### src/rtl/piso_tx.sv
// -----------------------------------------------------------------------------
// piso_tx : parallel-in serial-out transmitter
//
// Takes a WIDTH-bit word through a valid/ready load handshake and shifts it out
// one bit per clock. The block can take a new word on the cycle that carries
// the final frame bit, so consecutive words stream with no idle gap. This lets
// it feed a SIPO receiver chain directly.
//
// Parameters
//   WIDTH      data bits per word (>= 2)
//   MSB_FIRST  1: bit WIDTH-1 goes out first; 0: bit 0 goes out first
//
// Optional feature (compile-time macro PISO_PARITY_EN)
//   When defined, one even-parity bit (XOR of the captured word) is appended
//   after the data bits, so a frame is WIDTH+1 bits long. done and the early
//   load_ready move to that parity cycle. When undefined, a frame is WIDTH
//   bits and no parity logic exists.
//
// Ports
//   clk           rising-edge clock
//   reset         asynchronous, active-low reset
//   parallel_in   word to send; sampled only on an accepted load
//   load_valid    source offers a word
//   load_ready    block accepts a word at the next rising edge
//   serial_out    registered serial data bit
//   serial_valid  high while serial_out carries a frame bit
//   busy          high in the SHIFT state
//   done          high while the final frame bit is on serial_out
// -----------------------------------------------------------------------------
module piso_tx #(
    parameter int WIDTH     = 8,
    parameter int MSB_FIRST = 1
) (
    input  logic             clk,
    input  logic             reset,
    input  logic [WIDTH-1:0] parallel_in,
    input  logic             load_valid,
    output logic             load_ready,
    output logic             serial_out,
    output logic             serial_valid,
    output logic             busy,
    output logic             done
);

`ifdef PISO_PARITY_EN
    localparam int FRAME_LEN = WIDTH + 1;
`else
    localparam int FRAME_LEN = WIDTH;
`endif
    localparam int CNT_W = $clog2(FRAME_LEN + 1);

    typedef enum logic {
        IDLE  = 1'b0,
        SHIFT = 1'b1
    } state_t;

    state_t               state_q, state_d;
    logic [FRAME_LEN-1:0] shreg_q, shreg_d;
    logic [CNT_W-1:0]     cnt_q, cnt_d;
    logic                 sout_q, sout_d;
    logic [FRAME_LEN-1:0] frame;
    logic                 last_bit;
    logic                 accept;

    // Put the word into transmit order. The result's MSB is the bit that
    // goes out first, so the shifter only ever moves toward the MSB.
    function automatic logic [WIDTH-1:0] tx_order(input logic [WIDTH-1:0] w);
        logic [WIDTH-1:0] r;
        for (int i = 0; i < WIDTH; i++) begin
            if (MSB_FIRST != 0) r[i] = w[i];
            else                r[i] = w[WIDTH-1-i];
        end
        return r;
    endfunction

`ifdef PISO_PARITY_EN
    function automatic logic even_parity(input logic [WIDTH-1:0] w);
        return ^w;
    endfunction
`endif

    // Counter value 1 marks the final frame bit. A replacement word may be
    // accepted on that cycle, which keeps the stream gapless.
    assign last_bit     = (state_q == SHIFT) && (cnt_q == CNT_W'(1));
    assign load_ready   = (state_q == IDLE) || last_bit;
    assign accept       = load_valid && load_ready;
    assign busy         = (state_q == SHIFT);
    assign serial_valid = (state_q == SHIFT);
    assign done         = last_bit;
    assign serial_out   = sout_q;

    always_comb begin
        state_d = state_q;
        shreg_d = shreg_q;
        cnt_d   = cnt_q;
        sout_d  = sout_q;
`ifdef PISO_PARITY_EN
        frame   = {tx_order(parallel_in), even_parity(parallel_in)};
`else
        frame   = tx_order(parallel_in);
`endif
        if (accept) begin
            // The first bit is presented right after the accepting edge.
            // The rest of the frame waits in the shifter.
            sout_d  = frame[FRAME_LEN-1];
            shreg_d = {frame[FRAME_LEN-2:0], 1'b0};
            cnt_d   = CNT_W'(FRAME_LEN);
            state_d = SHIFT;
        end else if (state_q == SHIFT) begin
            if (last_bit) begin
                sout_d  = 1'b0;
                shreg_d = '0;
                cnt_d   = '0;
                state_d = IDLE;
            end else begin
                sout_d  = shreg_q[FRAME_LEN-1];
                shreg_d = {shreg_q[FRAME_LEN-2:0], 1'b0};
                cnt_d   = cnt_q - CNT_W'(1);
            end
        end
    end

    always_ff @(posedge clk or negedge reset) begin
        if (!reset) begin
            state_q <= IDLE;
            shreg_q <= '0;
            cnt_q   <= '0;
            sout_q  <= 1'b0;
        end else begin
            state_q <= state_d;
            shreg_q <= shreg_d;
            cnt_q   <= cnt_d;
            sout_q  <= sout_d;
        end
    end

endmodule

### config.mk
export PLATFORM = sky130hd
export DESIGN_NAME = piso_tx
export DESIGN_NICKNAME = d
export VERILOG_FILES = /design/src/rtl/piso_tx.sv
export SDC_FILE = /design/constraint.sdc
export NUM_CORES = 1
export LEC_CHECK = 0
export BUFFER_PORTS_ARGS = -buffer_cell sky130_fd_sc_hd__buf_2
export CORE_UTILIZATION = 30
export CTS_BUF_LIST = sky130_fd_sc_hd__clkbuf_8
export DETAILED_ROUTE_END_ITERATION = 6
export GPL_TIMING_DRIVEN = 0
export RECOVER_POWER = 50
export SYNTH_ARGS = -nofsm -noshare
export SYNTH_HDL_FRONTEND = slang
export SYNTH_SLANG_ARGS = --single-unit
export TNS_END_PERCENT = 10
### constraint.sdc
create_clock -name clk -period 2.1 [get_ports clk]
set_clock_uncertainty 0.2 [all_clocks]
set_input_delay 0.42 -clock clk [delete_from_list [all_inputs] [get_ports clk]]
set_output_delay 0.42 -clock clk [all_outputs]
set_load 0.03 [all_outputs]
==> qor.txt <==
Status: finished clean
Final period util: 98.92%
Syn nets: 80
Setup TNS: 0 ns
Inserted Diodes: 0
Dpl hpwl: 1008 µm
Hold slack: 0.1963 ns
Peak supply drop: 0.0008463 V
Via count: 595
Clock power share: 18.7%
Worst setup EP type: primary output
Nets: 109
Gr usage total: 13.41%
Final WL: 1622 µm
Initial DRC Count: 5
Via density: 4.837
Wire per inst: 13.19 µm
# setup viols final: 0
Hold Crit Depth: 2
Power Internal: 0.7736 mW
CTS buffer count: 3
H-tree depth: 1
Synth Instances: 67
FF+latch count, synth: 13
Slew headroom: 53.10%
Critical setup path kind: reg2out
Worst EP arrival: 1.46 ns
Core area: 2212 µm²
CTS tree: yes
GP Congestion: 0.7971
P_sw: 0.4469 mW
# port buffers: 15
Pin count of the biggest net entering global routing: 14
WP data required: 1.48 ns
Cell variety after synth: 24
Min-Delay Endpoint: shreg_q[1]$_DFFE_PN0P_
Avg Inst Size Synth: 10.61 µm²
Minimum clock period: 2.077 ns
Worst-margin pin slew: 0.7036 ns
Initial antenna violation count: 0
Worst hold start: parallel_in[0]
DRC viols: 0
Pre-Repair DR Iteration Count: 4
Register area share after synthesis: 45.77%
Die width: 50.67 µm
Max Root-Sink Buffers: 2
Reg power frac: 35.5%
IO Pins: 16
DIE AREA: 2567 µm²
Initial Util: 32.13%
Worst skew pair latency: 0.25 ns
Worst-path maximum fanout: 4
P_leak: 0.4592 nW
Critical path launch point type: flop
Share of cells above drive strength 1: 37.89%
GRT Residual Overflow: 0
Switching share of power: 36.62%
Area grow syn2layout: 35.74%
DRT antenna net count: 0
R2R Setup Slk: 0.23 ns
Clock-pin slew of the registers on the worst-case setup and hold paths: 0.06 ns
Core Rows: 17
YS warnings: 0
Reg2Reg Capture Point: serial_out$_DFFE_PN0P_
Vias in the first global route: 520
Worst r2r src: cnt_q[0]$_DFFE_PN0P_
Comb power frac: 45.9%
R2R depth: 6
CTS Sinks: 13
Max-slew violations: 0
Hold Crit Class: in2reg
RSZ-0062 raised after global routing: yes
P per Cell Area: 1265 nW/µm²
Total power: 1.221 mW
Critical path origin: cnt_q[0]$_DFFE_PN0P_
Die Y: 50.67 µm
Cell Area, Synth: 710.7 µm²
Max-cap violations: 0
First-pass GRT wire length: 2470 µm
Hold Fails Final Rpt: 0
Clock root cell: clkbuf_8
Fmax: 0.4814 GHz
-- per-layer routing --
metal | vias to the layer above | routed length (µm) | track usage, %
met5 | - | 0 | 0
met4 | 0 | 31 | 5.556
met3 | 4 | 61 | 4.848
met2 | 13 | 799 | 21.56
met1 | 282 | 729 | 16.07
li1 | 296 | - | -
-- placed cells by master, fill, tap and decap left out, types with 2 or more instances in the layout --
cell / synthesis / final
clkbuf_8: 0 / 3
nand2b_1: 4 / 4
buf_4: 1 / 9
buf_2: 2 / 14
a221o_1: 7 / 7
dfrtp_1: 13 / 12
mux2i_1: 8 / 8
nor2b_1: 2 / 2
nand2_1: 2 / 2
o21ai_0: 3 / 3
nor2_1: 8 / 8
buf_6: 1 / 2
clkbuf_1: 1 / 2
-- cells by family after synthesis --
kind of cell               synth area share, %
AOI/OAI and AO/OA                        16.20
and+or+nand+nor                          17.08
muxes                                    11.27
adders and majority gates                3.521
DFF                                      45.77
buffers and inverters                    6.162
-- critical path: stages (launching register included) --
cell	delay, ns
dfrtp_1	0.44
ha_4	0.19
nor3b_4	0.15
nor2b_1	0.14
buf_6	0.13
inv_4	0.04
buf_6	0.13
-- synthesized netlist by cell type --
cell type	n	area, µm²
ha_1	2	25.02
o2bb2ai_1	1	8.760
mux2i_1	8	80.08
a221o_1	7	70.07
buf_2	2	10.01
a311oi_1	1	8.760
buf_4	1	7.510
nor2b_1	2	12.51
and2_1	1	6.260
nor3_1	1	5.000
nand2b_1	4	25.02
a211oi_1	1	7.510
clkbuf_1	1	3.750
buf_6	1	11.26
and2_2	1	7.510
dfrtp_1	13	325.3
inv_1	3	11.26
nor3b_1	1	7.510
nor3b_2	1	12.51
nor2_1	8	30.03
nand3b_1	1	7.510
nand2_1	2	7.510
o21ai_0	3	15.01
o21ai_1	1	5.000
-- final cells by class --
| class | count | area, µm² |
|---|---|---|
| fill | 222 | 1247 |
| multi-input combinational | 46 | 360.3 |
| sequential | 13 | 326.6 |
| timing repair buffer | 24 | 148.9 |
| clock buffer | 3 | 41.29 |
| tap | 28 | 35.03 |
| buffer | 5 | 33.78 |
| inverter | 3 | 13.76 |
| clock inverter | 1 | 5.005 |
-- power by group through the flow --
stage,logic [mW],clock network (mW),registers (mW)
floorplan,0.304,0,0.421
detailed placement,0.414,0,0.426
global route,0.614,0.244,0.446
global placement,0.401,0,0.420
finish,0.560,0.228,0.433
CTS,0.438,0.229,0.432
-- registers in the layout, summed over array words and instances (netlist names) --
name / flops
shreg_q: 7
cnt_q: 4
serial_out: 1
busy: 1
-- repair_timing --
action,4_1_cts,5_1_grt
hold buffers,1,0
setup buffers,1,7
hold endpoints to repair,13,0
setup endpoints to repair,2,2
gates resized for setup,3,7
-- worst max path at each step --
stage | endpoint | slack [ns]
after floorplan | load_ready | 0.28
after global placement | load_ready | 0.09
after detailed placement | load_ready | 0.09
after CTS | load_ready | -0.12
after global routing | load_ready | -0.05
final | load_ready | 0.02
-- per-stage QoR --
step | setup slack [ns] | util (%) | instances | cell area, µm²
3_3_place_gp | 0.08702 | 37.10 | 110 | 820.8
6_report | 0.02260 | 43.61 | 123 | 964.7
2_1_floorplan | 0.2778 | - | 67 | 710.7
3_5_place_dp | 0.09338 | 37.10 | 110 | 820.8
5_1_grt | -0.04784 | 43.61 | 123 | 964.7
4_1_cts | -0.1153 | 40.44 | 116 | 894.6
No activity file was read; power rests on OpenSTA's default activity.
